## config.mk

```make
export PLATFORM = sky130hd
export DESIGN_NAME = div_sched_flat
export DESIGN_NICKNAME = d
export VERILOG_FILES = /design/src/rtl/div_sched_pkg.sv /design/src/rtl/div_sched_if.sv /design/src/rtl/div_sched_rr_arb.sv /design/src/rtl/div_sched.sv /design/src/flat_wrapper.sv
export SDC_FILE = /design/constraint.sdc
export NUM_CORES = 1
export LEC_CHECK = 0
export CAP_MARGIN = 20
export CORE_UTILIZATION = 37
export CTS_BUF_LIST = sky130_fd_sc_hd__clkbuf_4 sky130_fd_sc_hd__clkbuf_8 sky130_fd_sc_hd__clkbuf_16
export CTS_CLUSTER_SIZE = 10
export DETAILED_ROUTE_END_ITERATION = 8
export GPL_ROUTABILITY_DRIVEN = 0
export PLACE_DENSITY = 0.81
export SKIP_LAST_GASP = 1
export SLEW_MARGIN = 25
export SYNTH_ARGS = -nofsm -noshare
export SYNTH_HDL_FRONTEND = slang
export SYNTH_SLANG_ARGS = --single-unit
export TNS_END_PERCENT = 100
```

## constraint.sdc

```tcl
create_clock -name clk -period 2.5 [get_ports clk]
set_input_delay 0.75 -clock clk [delete_from_list [all_inputs] [get_ports clk]]
set_output_delay 0.75 -clock clk [all_outputs]
set_load 0.005 [all_outputs]
```

## src/rtl/div_sched_pkg.sv

```systemverilog
// Shared constants, FSM state encodings and helpers for the div_sched scheduler.
// Optional statistics counters are built only when DIV_SCHED_STATS_EN is defined.
package div_sched_pkg;

    localparam int DVD_W = 8;
    localparam int DVS_W = 4;
    localparam int X_W   = 9;
    localparam int QUO_W = 4;
    localparam int REM_W = 5;
    localparam int STEPS = 4;
    localparam int CNT_W = 16;

    typedef logic [2:0] state_t;

    localparam logic [2:0] S_IDLE  = 3'd0;
    localparam logic [2:0] S_LOAD  = 3'd1;
    localparam logic [2:0] S_CHECK = 3'd2;
    localparam logic [2:0] S_SHIFT = 3'd3;
    localparam logic [2:0] S_TEST  = 3'd4;
    localparam logic [2:0] S_DONE  = 3'd5;

    // Saturating increment used by the statistics counters.
    function automatic logic [CNT_W-1:0] sat_inc(input logic [CNT_W-1:0] v);
        return (&v) ? v : v + 1'b1;
    endfunction

endpackage

```

## src/rtl/div_sched_if.sv

```systemverilog
// Client-side bundle of the shared-divider scheduler (requests, operands, results).
interface div_sched_if
    import div_sched_pkg::*;
#(
    parameter int NREQ = 4
);
    // req[i] is a level held (with stable operands) until the cycle done[i] pulses;
    // gnt is one-hot while a job runs; quo/rem/ovf are valid only while done != 0.
    logic [NREQ-1:0]       req;
    logic [NREQ*DVD_W-1:0] dividend_in;
    logic [NREQ*DVS_W-1:0] divisor_in;
    logic [NREQ-1:0]       gnt;
    logic [NREQ-1:0]       done;
    logic [QUO_W-1:0]      quo;
    logic [REM_W-1:0]      rem;
    logic                  ovf;
    logic                  busy;

    modport master (
        output req, dividend_in, divisor_in,
        input  gnt, done, quo, rem, ovf, busy
    );

    modport slave (
        input  req, dividend_in, divisor_in,
        output gnt, done, quo, rem, ovf, busy
    );
endinterface

```

## src/rtl/div_sched_rr_arb.sv

```systemverilog
// Combinational round-robin picker: search starts one past ptr and wraps.
module rr_arb #(
    parameter int NREQ = 4
) (
    input  logic [NREQ-1:0]         req,
    input  logic [$clog2(NREQ)-1:0] ptr,
    output logic [NREQ-1:0]         win_oh,
    output logic [$clog2(NREQ)-1:0] win_idx,
    output logic                    any
);
    localparam int IW = $clog2(NREQ);

    int          cand;
    logic [IW-1:0] cidx;
    logic        found;

    always_comb begin
        win_oh  = '0;
        win_idx = '0;
        found   = 1'b0;
        cand    = 0;
        cidx    = '0;
        any     = |req;
        for (int i = 1; i <= NREQ; i++) begin
            cand = (int'(ptr) + i) % NREQ;
            cidx = cand[IW-1:0];
            if (!found && req[cidx]) begin
                found        = 1'b1;
                win_oh[cidx] = 1'b1;
                win_idx      = cidx;
            end
        end
    end
endmodule

```

## src/rtl/div_sched.sv

```systemverilog
// Round-robin scheduler sequencing one shared shift-subtract divider datapath.
// Define DIV_SCHED_STATS_EN to add the jobs_cnt/ovf_cnt saturating counters.
module div_sched
    import div_sched_pkg::*;
#(
    parameter int NREQ = 4
) (
    input  logic             clk,
    input  logic             rst,
    div_sched_if.slave       bus,
    output logic [DVD_W-1:0] dp_dividend,
    output logic [DVS_W-1:0] dp_divisor,
    output logic             dp_ld,
    output logic             dp_sh,
    output logic             dp_su,
    input  logic             dp_c,
    input  logic [X_W-1:0]   dp_x,
`ifdef DIV_SCHED_STATS_EN
    output logic [CNT_W-1:0] jobs_cnt,
    output logic [CNT_W-1:0] ovf_cnt,
`endif
    output state_t           dbg_state
);
    localparam int IW = $clog2(NREQ);
    localparam logic [1:0] LAST_STEP = 2'(STEPS - 1);

    state_t          state;
    logic [IW-1:0]   owner;
    logic [IW-1:0]   ptr;
    logic [1:0]      step;
    logic            ovf_q;
    logic [NREQ-1:0] gnt_q;
    logic [NREQ-1:0] win_oh;
    logic [IW-1:0]   win_idx;
    logic            any;
    logic            is_done;

    rr_arb #(.NREQ(NREQ)) u_arb (
        .req     (bus.req),
        .ptr     (ptr),
        .win_oh  (win_oh),
        .win_idx (win_idx),
        .any     (any)
    );

    always_ff @(posedge clk or posedge rst) begin
        if (rst) begin
            state <= S_IDLE;
            owner <= '0;
            ptr   <= IW'(NREQ - 1);
            step  <= '0;
            ovf_q <= 1'b0;
            gnt_q <= '0;
        end else begin
            case (state)
                S_IDLE: if (any) begin
                    owner <= win_idx;
                    gnt_q <= win_oh;
                    ovf_q <= 1'b0;
                    state <= S_LOAD;
                end
                S_LOAD: state <= S_CHECK;
                // A quotient that cannot fit in QUO_W bits is detected before any shift.
                S_CHECK: if (dp_c) begin
                    ovf_q <= 1'b1;
                    state <= S_DONE;
                end else begin
                    step  <= '0;
                    state <= S_SHIFT;
                end
                S_SHIFT: state <= S_TEST;
                S_TEST: if (step == LAST_STEP) begin
                    state <= S_DONE;
                end else begin
                    step  <= step + 2'd1;
                    state <= S_SHIFT;
                end
                S_DONE: begin
                    ptr   <= owner;
                    gnt_q <= '0;
                    state <= S_IDLE;
                end
                default: state <= S_IDLE;
            endcase
        end
    end

    assign is_done   = (state == S_DONE);
    assign bus.busy  = (state != S_IDLE);
    assign bus.gnt   = gnt_q;
    assign bus.done  = is_done ? gnt_q : '0;
    assign bus.quo   = is_done ? dp_x[QUO_W-1:0] : '0;
    assign bus.rem   = is_done ? dp_x[X_W-1:QUO_W] : '0;
    assign bus.ovf   = is_done & ovf_q;
    assign dp_ld     = (state == S_LOAD);
    assign dp_sh     = (state == S_SHIFT);
    assign dp_su     = (state == S_TEST) & dp_c;
    assign dbg_state = state;

    // Owner operand mux; idle drives zeros so every output is 0 out of reset.
    always_comb begin
        dp_dividend = '0;
        dp_divisor  = '0;
        for (int i = 0; i < NREQ; i++) begin
            if (bus.busy && owner == IW'(i)) begin
                dp_dividend = bus.dividend_in[i*DVD_W +: DVD_W];
                dp_divisor  = bus.divisor_in[i*DVS_W +: DVS_W];
            end
        end
    end

`ifdef DIV_SCHED_STATS_EN
    always_ff @(posedge clk or posedge rst) begin
        if (rst) begin
            jobs_cnt <= '0;
            ovf_cnt  <= '0;
        end else if (is_done) begin
            jobs_cnt <= sat_inc(jobs_cnt);
            if (ovf_q) ovf_cnt <= sat_inc(ovf_cnt);
        end
    end
`endif

endmodule

```

## src/flat_wrapper.sv

```systemverilog
// flat-port wrapper written by rule: the top's interface ports become plain ports
module div_sched_flat import div_sched_pkg::*;
#(
    parameter int NREQ = 4
)
  (clk, rst, dp_dividend, dp_divisor, dp_ld, dp_sh, dp_su, dp_c, dp_x, dbg_state, bus_req, bus_dividend_in, bus_divisor_in, bus_gnt, bus_done, bus_quo, bus_rem, bus_ovf, bus_busy);
  div_sched_if #(.NREQ(NREQ)) bus_i ();
  input  logic clk;
  input  logic rst;
  output logic [DVD_W-1:0] dp_dividend;
  output logic [DVS_W-1:0] dp_divisor;
  output logic dp_ld;
  output logic dp_sh;
  output logic dp_su;
  input  logic dp_c;
  input  logic [X_W-1:0] dp_x;
  output state_t dbg_state;
  input wire logic [$bits(bus_i.req)-1:0] bus_req;
  input wire logic [$bits(bus_i.dividend_in)-1:0] bus_dividend_in;
  input wire logic [$bits(bus_i.divisor_in)-1:0] bus_divisor_in;
  output wire logic [$bits(bus_i.gnt)-1:0] bus_gnt;
  output wire logic [$bits(bus_i.done)-1:0] bus_done;
  output wire logic [$bits(bus_i.quo)-1:0] bus_quo;
  output wire logic [$bits(bus_i.rem)-1:0] bus_rem;
  output wire logic [$bits(bus_i.ovf)-1:0] bus_ovf;
  output wire logic [$bits(bus_i.busy)-1:0] bus_busy;
  assign bus_i.req = bus_req;
  assign bus_i.dividend_in = bus_dividend_in;
  assign bus_i.divisor_in = bus_divisor_in;
  assign bus_gnt = bus_i.gnt;
  assign bus_done = bus_i.done;
  assign bus_quo = bus_i.quo;
  assign bus_rem = bus_i.rem;
  assign bus_ovf = bus_i.ovf;
  assign bus_busy = bus_i.busy;
  div_sched #(.NREQ(NREQ)) u_core (.clk(clk), .rst(rst), .bus(bus_i), .dp_dividend(dp_dividend), .dp_divisor(dp_divisor), .dp_ld(dp_ld), .dp_sh(dp_sh), .dp_su(dp_su), .dp_c(dp_c), .dp_x(dp_x), .dbg_state(dbg_state));
endmodule
```

==> results.tsv, run 1 <==
metric	value	unit
p_seq_share	14.7	%
p_leak	1.419	nW
htreeDepth	1	
grt_max_degree	25	
overflow	0	
fin_nets	358	
path_delay_family	multiplexers	
synthTopCellsByCount	nand2_1 (18), and3_1 (15), mux4_2 (14)	
grt_usage	22.08	%
synth_top_family_by_area	simple AND/OR/NAND/NOR gates	
cts_root_buf	clkbuf_8	
crit_arrival	1.74	ns
synthSimpleGateAreaFrac	25.27	%
critPathMaxFanout	1	
synth_seq_area_share	21.79	%
path_clk_slew	0.06	ns
die_w	68.15	µm
clk_latency	0.25	ns
r2r_slack	0.36	ns
synthAdderAreaFrac	6.955	%
drv_cap	0	
syn-cell-area	0.001619	mm²
synthFlopType	dfrtp_1	
hold_depth	2	
finalCritPeriodShare	99.46	%
p_switching	0.001154	W
synth_compound_area_share	17.16	%
synth_fp_nets	246	
rsz0062_at_grt	true	
synthArstFlopShare	100.0	%
clock_path_buffers	2	
max_stage_delay	0.47	ns
r2r-end	u_core.bus.gnt[0]	
cts_setup_buffers	0	
path_class	in -> out	
p_per_area	1032	mW/mm²
period_minus_slack	2.487	ns
synth_cells	173	
initial_core_util	39.62	%
tritoncts.num_buffers	3	
placementRows	23	
required	1.75	ns
synth.area.mux_share	23.42	%
ys_ff_latch	14	
slew_viol_final	0	
final_cells	334	
hold_end	u_core.step[1]	
dr.pass1.iters	4	
gr-max-usage-layer	met2	
grt_pass1_wl	7.686	mm
ys_types	43	
reg2reg_depth	6	
run_status	completed	
cp-end-kind	output port	
placedCellCount	330	
final-setup-viol-count	0	
p_comb_share	77.7	%
synth_top_area_cell	mux4_2	
worst_pin_slew	0.5131	ns
avgRoutedWirePerCell	15.69	µm
grt_pass1_vias	1643	
ant_nets	0	
tritoncts	built	
p_int	0.001758	W
netlist.area_leader.share	19.47	%
hp-class	reg -> reg	
path_buf_inv	2	
dp_hpwl	4.297	mm
io_pins	101	
switching_share	39.64	%
synth_most_common_cell	nand2_1	
vias	1765	
peakVddDrop	0.0004372	V
r2r-start	u_core.ptr[0]	
synthXorXnorAreaFrac	0	%
io_buffers	100	
antennaDiodeCount	0	
die_area	0.004644	mm²
core_area	0.004086	mm²
cp_slowest_cell	mux4_2	
cp-start-kind	input pin	
fp.dieH	68.15	µm
drc_errors	0	
synth_edf_count	0	
p_clk_share	7.6	%
syn_avg_cell_area	9.359	µm²
drive_above_1_share	26.06	%
grtUsageMet3	4.000	%
viasPerCell	5.284	
wl	5.242	mm
hold_viol_final	0	
skew	0.003940	ns
utilization	69.01	%
met2_usage	40.69	%
antenna_found_initial	0	
relSlewSlack	65.76	%
clock_sinks	14	
drt_iter0_markers	44	
use_met1	25.18	%
fmax	0.4022	GHz
syn2layout_area_growth	74.19	%
min-delay-start	u_core.step[1]	
ys_warn_count	0	
synthTopCellsByArea	mux4_2 (19%), dfrtp_1 (19%), ha_1 (7.0%)	
critical_path.cell_chain	dlygate4sd2_1 -> mux4_2 -> and2_1 -> buf_2	
layout by cell type, fill, tap and decap left out, types with 3 or more instances in the layout:
cell and count:
a21oi_1 4, a32oi_1 4, a41oi_1 4, and2_1 4
and2_4 8, and3_1 15, buf_2 7, buf_4 18
buf_6 8, clkbuf_8 4, clkdlybuf4s50_1 26, dfrtp_1 12
dlygate4sd2_1 57, dlymetal6s2s_1 4, ha_1 9, inv_1 5
mux2i_1 3, mux4_2 14, nand2_1 18, nand2b_1 3
nor2_1 10, nor3_1 3, o21a_1 4, o21ai_0 4
o21ai_1 5
through the flow:
stage / power, W / setup slack (ns) / hold slack, ns / cell area (µm²) / TNS, ns
after floorplan: 0.001629 / 0.2124 / 0.4776 / 1619 / 0
after global placement: 0.002630 / -0.5280 / 0.4924 / 2811 / -6.556
after detailed placement: 0.002680 / -0.5248 / 0.5149 / 2811 / -6.942
after CTS: 0.002863 / -0.008886 / 0.5359 / 2780 / -0.008886
after global routing: 0.003140 / -0.03165 / 0.5737 / 2820 / -0.04428
final: 0.002912 / 0.01344 / 0.5372 / 2820 / 0
worst reg2reg max path: cells and delay by family, from the launching register on:
kind	cells	cell delay (ns)
and+or+nand+nor	1	0.41
AOI/OAI and AO/OA	3	0.60
buffers and inverters	1	0.10
DFF	1	0.53
adders and majority gates	1	0.42
worst max path at each step:
stage / from / endpoint / slack, ns / cells past startpoint
final: bus_dividend_in[28] / dp_dividend[4] / 0.01 / 4
after global routing: u_core.dbg_state[2] / bus_done[1] / -0.03 / 5
after CTS: bus_dividend_in[28] / dp_dividend[4] / -0.009 / 4
after detailed placement: bus_dividend_in[28] / dp_dividend[4] / -0.52 / 4
after global placement: bus_divisor_in[15] / dp_divisor[3] / -0.53 / 4
after floorplan: u_core.ptr[0] / u_core.bus.gnt[0] / 0.21 / 8
sequential cells by signal, summed over array words and instances, names as in the netlist:
signal            flops
u_core.dbg_state      3
u_core.owner          2
u_core.ovf_q          1
u_core.bus.gnt        4
u_core.ptr            2
u_core.step           2
power by group through the flow:
| stage | sequential, W | combinational, W | clock [W] |
|---|---|---|---|
| 4_1_cts | 0.000421 | 0.00222 | 0.000226 |
| 2_1_floorplan | 0.000447 | 0.00118 | 0 |
| 3_3_place_gp | 0.000420 | 0.00221 | 0 |
| 6_report | 0.000427 | 0.00226 | 0.000221 |
| 5_1_grt | 0.000439 | 0.00246 | 0.000237 |
| 3_5_place_dp | 0.000424 | 0.00226 | 0 |
logic make-up after synthesis:
kind of cell    count (synthesis)
compound gates                 35
fa+ha+maj                       9
buf+inv                        21
flops                          14
mux                            20
simple gates                   74
layout make-up:
cell class / instances / area (µm²)
Timing Repair Buffer: 123 / 1120
Multi-Input combinational cell: 138 / 1211
Inverter: 5 / 18.77
Sequential cell: 14 / 352.8
Tap cell: 50 / 62.56
Fill cell: 347 / 1266
Clock buffer: 4 / 55.05
layer usage:
layer	up-vias	share of wire (%)
met4	0	2.3
met2	62	50
met5	-	0
met1	824	39
li1	869	-
met3	10	9.1
timing repair:
action	in CTS	in global routing
hold buffers	0	0
pin swaps	0	7
endpoints found under the setup margin	24	14
resized for setup	117	13
No activity file was read; power rests on OpenSTA's default activity.
==> run 2, diff against run 1 <==
GPL_ROUTABILITY_DRIVEN = not set   (was 0)
==> results.tsv, run 2 (synthesized netlist as in run 1, its figures left out) <==
metric	value	unit	change
wl	5.147	mm	was 5.242 mm
nFillCells	349		was 347
run_status	completed		unchanged
clock_path_buffers	2		unchanged
drt_iter0_markers	51		was 44
path_class	in -> out		unchanged
path_buf_inv	2		unchanged
clock_sinks	14		unchanged
path_delay_family	multiplexers		unchanged
critPathMaxFanout	1		unchanged
io_pins	101		unchanged
syn2layout_area_growth	72.87	%	was 74.19%
htreeDepth	1		unchanged
antennaDiodeCount	0		unchanged
fin_hold_ws	0.5286	ns	was 0.5372 ns
period_minus_slack	2.479	ns	was 2.487 ns
p_leak	1.403	nW	was 1.419 nW
multi_input_area	0.001206	mm²	was 0.001211 mm²
p_int	0.001727	W	was 0.001758 W
p_comb_share	78.0	%	was 77.7%
vias	1783		was 1,765
antenna_found_initial	0		unchanged
cp_slowest_cell	mux4_2		unchanged
io_buffers	100		unchanged
p_per_area	1024	mW/mm²	was 1032 mW/mm²
gr-max-usage-layer	met2		unchanged
overflow	0		unchanged
required	1.75	ns	about the same
viasPerCell	5.338		was 5.284
fmax	0.4034	GHz	was 0.4022 GHz
initial_core_util	39.62	%	unchanged
use_met1	24.46	%	was 25.18%
final-setup-viol-count	0		unchanged
drc_errors	0		unchanged
placedCellCount	330		unchanged
fin_total_pwr	0.002866	W	was 0.002912 W
die_w	68.15	µm	unchanged
tritoncts.num_buffers	3		unchanged
drive_above_1_share	25.35	%	was 26.06%
fp.dieH	68.15	µm	unchanged
path_clk_slew	0.06	ns	about the same
final_cells	334		unchanged
final-seq-area	352.8	µm²	unchanged
slew_viol_final	0		unchanged
worst_pin_slew	0.5194	ns	was 0.5131 ns
switching_share	39.73	%	was 39.64%
tritoncts	built		unchanged
mostFrequentLayoutCell	dlygate4sd2_1		unchanged
crit_arrival	1.73	ns	was 1.74 ns
fin_nets	358		unchanged
rsz0062_at_grt	true		unchanged
cp-start-kind	input pin		unchanged
largest_reg_flops	4		unchanged
dp_hpwl	4.164	mm	was 4.297 mm
critical_path.cell_chain	dlygate4sd2_1 -> mux4_2 -> and2_1 -> buf_2		unchanged
max_stage_delay	0.46	ns	was 0.47 ns
grtUsageMet3	4.500	%	was 4.000%
met2_usage	39.58	%	was 40.69%
drv_cap	0		unchanged
grt_usage	21.04	%	was 22.08%
dpl_cell_area	0.002811	mm²	unchanged
p_clk_share	7.1	%	was 7.6%
hold_viol_final	0		unchanged
grt_max_degree	25		unchanged
relSlewSlack	65.33	%	was 65.76%
p_seq_share	14.9	%	was 14.7%
p_switching	0.001138	W	was 0.001154 W
grt_pass1_wl	7.376	mm	was 7.686 mm
grt_pass1_vias	1573		was 1,643
skew	0.005659	ns	was 0.003940 ns
ant_nets	0		unchanged
peakVddDrop	0.0006549	V	was 0.0004372 V
core_area	0.004086	mm²	unchanged
final_cell_area	0.002799	mm²	was 0.002820 mm²
die_area	0.004644	mm²	unchanged
avgRoutedWirePerCell	15.41	µm	was 15.69 µm
finalCritPeriodShare	99.16	%	was 99.46%
cts_root_buf	clkbuf_8		unchanged
hp-class	reg -> reg		unchanged
placementRows	23		unchanged
clk_latency	0.25	ns	about the same
cp-end-kind	output port		unchanged
final_cell_mix	dlygate4sd2_1 (60), clkdlybuf4s50_1 (25), buf_4 (19), nand2_1 (18), and3_1 (15)		was dlygate4sd2_1 (57), clkdlybuf4s50_1 (26), nand2_1 (18), buf_4 (18), and3_1 (15)
cts_setup_buffers	0		unchanged
place_congestion	0.9090		
dr.pass1.iters	4		unchanged
utilization	68.49	%	was 69.01%
==> run 2: worst register-to-register path, stage by stage (launching register included) <==
cell	delay (ns)
dfstp_2	0.53
inv_1	0.11
ha_1	0.44
or3b_1	0.40
o211ai_1	0.18
a41oi_1	0.19
a32oi_1	0.23
==> run 2: layer usage <==
layer	vias up	part of all wire [%]
li1	873	-
met1	839	36
met2	67	53
met3	4	11
met4	0	0.54
met5	-	0
==> run 2: metrics by stage <==
| step | TNS [ns] | setup slack, ns |
|---|---|---|
| after floorplan | 0 | 0.2124 |
| after global placement | -6.492 | -0.5240 |
| after detailed placement | -6.702 | -0.5254 |
| after CTS | -0.006800 | -0.006800 |
| after global routing | -0.002182 | -0.002182 |
| final | 0 | 0.02105 |
==> run 2: final timing paths <==
kind	cells after the start	endpoint	slack [ns]	from
hold reg to reg	2	u_core.step[1]	0.53	u_core.step[1]
min in group asynchronous	2	u_core.dbg_state[1]	0.84	rst
setup reg to reg	6	u_core.bus.gnt[0]	0.34	u_core.ptr[0]
setup / recovery	4	dp_divisor[1]	0.02	bus_divisor_in[13]
hold / removal	2	u_core.step[1]	0.53	u_core.step[1]
max in group asynchronous	2	u_core.ptr[0]	1.30	rst
==> run 2: power groups by stage <==
stage | clock [W] | sequential [W] | combinational [W]
2_1_floorplan | 0 | 0.000447 | 0.00118
3_3_place_gp | 0 | 0.000423 | 0.00223
3_5_place_dp | 0 | 0.000428 | 0.00226
4_1_cts | 0.000208 | 0.000426 | 0.00219
5_1_grt | 0.000220 | 0.000443 | 0.00244
6_report | 0.000203 | 0.000427 | 0.00224
==> run 2: what timing repair did <==
item                                    4_1_cts  5_1_grt
endpoints found under the setup margin       27        8
gates resized for setup                     115       10
hold buffers                                  0        0
pin swaps                                     0        3
==> run 2: final cells by class <==
class                      count  share of cell area, %
sequential                    14                  12.61
inverter                       5                 0.6705
tap                           50                  2.235
clock buffer                   4                  1.743
multi-input combinational    138                  43.09
timing repair buffer         123                  39.65
==> RTL edit, RTL diff (settings of run 2) <==
Register the output `bus.ovf`, without a reset; this adds one clock of latency there.
--- a/src/rtl/div_sched.sv
+++ b/src/rtl/div_sched.sv
@@ -91,7 +91,9 @@
     assign bus.done  = is_done ? gnt_q : '0;
     assign bus.quo   = is_done ? dp_x[QUO_W-1:0] : '0;
     assign bus.rem   = is_done ? dp_x[X_W-1:QUO_W] : '0;
-    assign bus.ovf   = is_done & ovf_q;
+    always_ff @(posedge clk) begin
+        bus.ovf <= is_done & ovf_q;
+    end
     assign dp_ld     = (state == S_LOAD);
     assign dp_sh     = (state == S_SHIFT);
     assign dp_su     = (state == S_TEST) & dp_c;
Function: changed (a bounded check fails within 4 cycles, from zero or initial values and one cycle with rst high).
==> RTL edit against run 2 <==
- power shrank 2.7%
- synthesized cell count down 8.1%
- sequential cell count rose by 1
- maximum frequency fell by 0.45%
- sequential power grew 8.0%
- synthesized area decreased by 1.7%
- cell area is 0.36% higher
- routed wire length fell by 3.0%
- setup slack got worse by 0.011 ns
==> RTL edit: results (changes against run 2) <==
- Outcome: completed
- CP Launch Point: bus_dividend_in[28]
- Vias post-DR: 1734 (-2.7%)
- Synth Net Count: 232 (-5.7%)
- Top delay family on crit path: multiplexers
- Synth top area cells: dfrtp_1 19%, mux4_2 18%, and2_1 10%
- Inst Count DP: 321 (-2.7%)
- Routed len/inst: 15.0 um (-2.4%)
- Vias in the first global route: 1583 (+0.64%)
- Clock-pin slew on the worst setup and hold paths: 0.06 ns (about the same)
- First-pass GRT wire length: 7380 um (about the same)
- CP Max Fanout: 1 (unchanged)
- Slowest cell on crit path: mux4_2
- Hold Path End: u_core.bus.ovf
- Max IR drop VDD: 0.000646 V (-1.4%)
- Initial antenna violation count: 0 (unchanged)
- Reg2reg path depth: 6 (unchanged)
- Crit path to: dp_dividend[4]
- Synth top cells by count: 26 x and2_1, 13 x mux4_2, 12 x dfrtp_1
- Fill cells: 346 (-0.86%)
- Fmax: 402 MHz (-0.45%)
- Fin nets: 356 (-0.56%)
- DRT Wirelength: 4990 um (-3.0%)
- Critical path's largest stage delay: 0.47 ns
- Share of cells above drive strength 1: 0.298 (+0.0444)
- Hold depth: 1 (-1)
- Worst skew pair latency: 0.25 ns (about the same)
- Leakage: 0.00134 uW (-4.2%)
- Seq/Total Area, Yosys: 0.234 (+0.0163)
- Setup Skew: 0.00153 ns (-0.00413 ns)
- Arrival time worst endpoint: 1.74 ns
- YS warnings: 0 (unchanged)
- CTS max path bufs: 2 (unchanged)
- Worst R2R End: u_core.bus.gnt[1]
- Total Routing Usage GR: 0.214 (+0.00405)
- Port Buffers: 100 (unchanged)
- Synth cell types: 42 (-2.3%)
- Dpl ws: -0.516 ns (+0.00991 ns)
- CTS root buf: clkbuf_8
- Post-DP HPWL: 4050 um (-2.8%)
- Largest net degree at the start of global routing: 15 (-40%)
- Reg-to-reg setup timing slack: 0.27 ns (-0.07 ns)
- First-iteration detailed-routing DRC count: 40 (-22%)
- FF-to-FF Start: u_core.ptr[0]
- Avg Cell Area, Syn: 10.0 sq um (+7.0%)
- Share of synthesized registers carrying an async set or reset: 0.933 (-0.0667)
- Max H-tree Level: 1 (unchanged)
- Normalized max-slew margin: 0.674 (+0.0206)
- Hold path startpoint: u_core.ovf_q
- GP Congestion: 0.888 (-2.4%)
- Pre-Repair DR Iteration Count: 4 (unchanged)
RTL edit: routing by layer:
layer / global-route usage / wire, um / vias to the layer above / share of wire
li1: - / - / 835 / -
met1: 0.249 / 1850 / 822 / 0.37
met2: 0.394 / 2620 / 70 / 0.52
met3: 0.0456 / 444 / 7 / 0.089
met4: 0.0532 / 80 / 0 / 0.016
met5: 0 / 0 / - / 0
RTL edit: metrics by stage:
| stage | TNS, ns | total power, uW | utilization | cell area [sq um] | hold WS (ns) |
|---|---|---|---|---|---|
| after floorplan | 0 | 1620 | - | 1600 | 0.469 |
| after global placement | -6.90 | 2510 | 0.685 | 2780 | 0.492 |
| after detailed placement | -7.49 | 2560 | 0.685 | 2780 | 0.489 |
| after CTS | 0 | 2730 | 0.682 | 2770 | 0.502 |
| after global routing | -0.0731 | 3010 | 0.692 | 2810 | 0.546 |
| final | 0 | 2790 | 0.692 | 2810 | 0.502 |
RTL edit: power breakdown:
| group | total [uW] | switching [uW] | internal, uW |
|---|---|---|---|
| logic | 2120 | 896 | 1220 |
| registers | 461 | 103 | 358 |
| clock network | 208 | 84.1 | 124 |
RTL edit: cell type report:
cell class	count	area (sq um)	share of cell area
tap	50	62.6	0.0223
clock buffer	4	48.8	0.0174
timing repair buffer	130	1140	0.406
inverter	11	41.3	0.0147
multi-input combinational	122	1140	0.407
sequential	15	374	0.133
RTL edit: timing repair:
item,CTS,global route
endpoints found under the setup margin,27,14
buffers inserted,3,3
cloned,1,0
gates resized for setup,118,11
hold endpoints to repair,0,0
pin swaps,1,1
RTL edit: logic make-up (layout without fill, tap and decap cells):
family,count (synthesis),count (layout),share of synthesized area
AOI/OAI and AO/OA,28,28,0.126
adders and majority gates,9,9,0.0708
buffers and inverters,22,145,0.0652
DFF,15,15,0.234
muxes,19,19,0.254
and+or+nand+nor,66,66,0.250
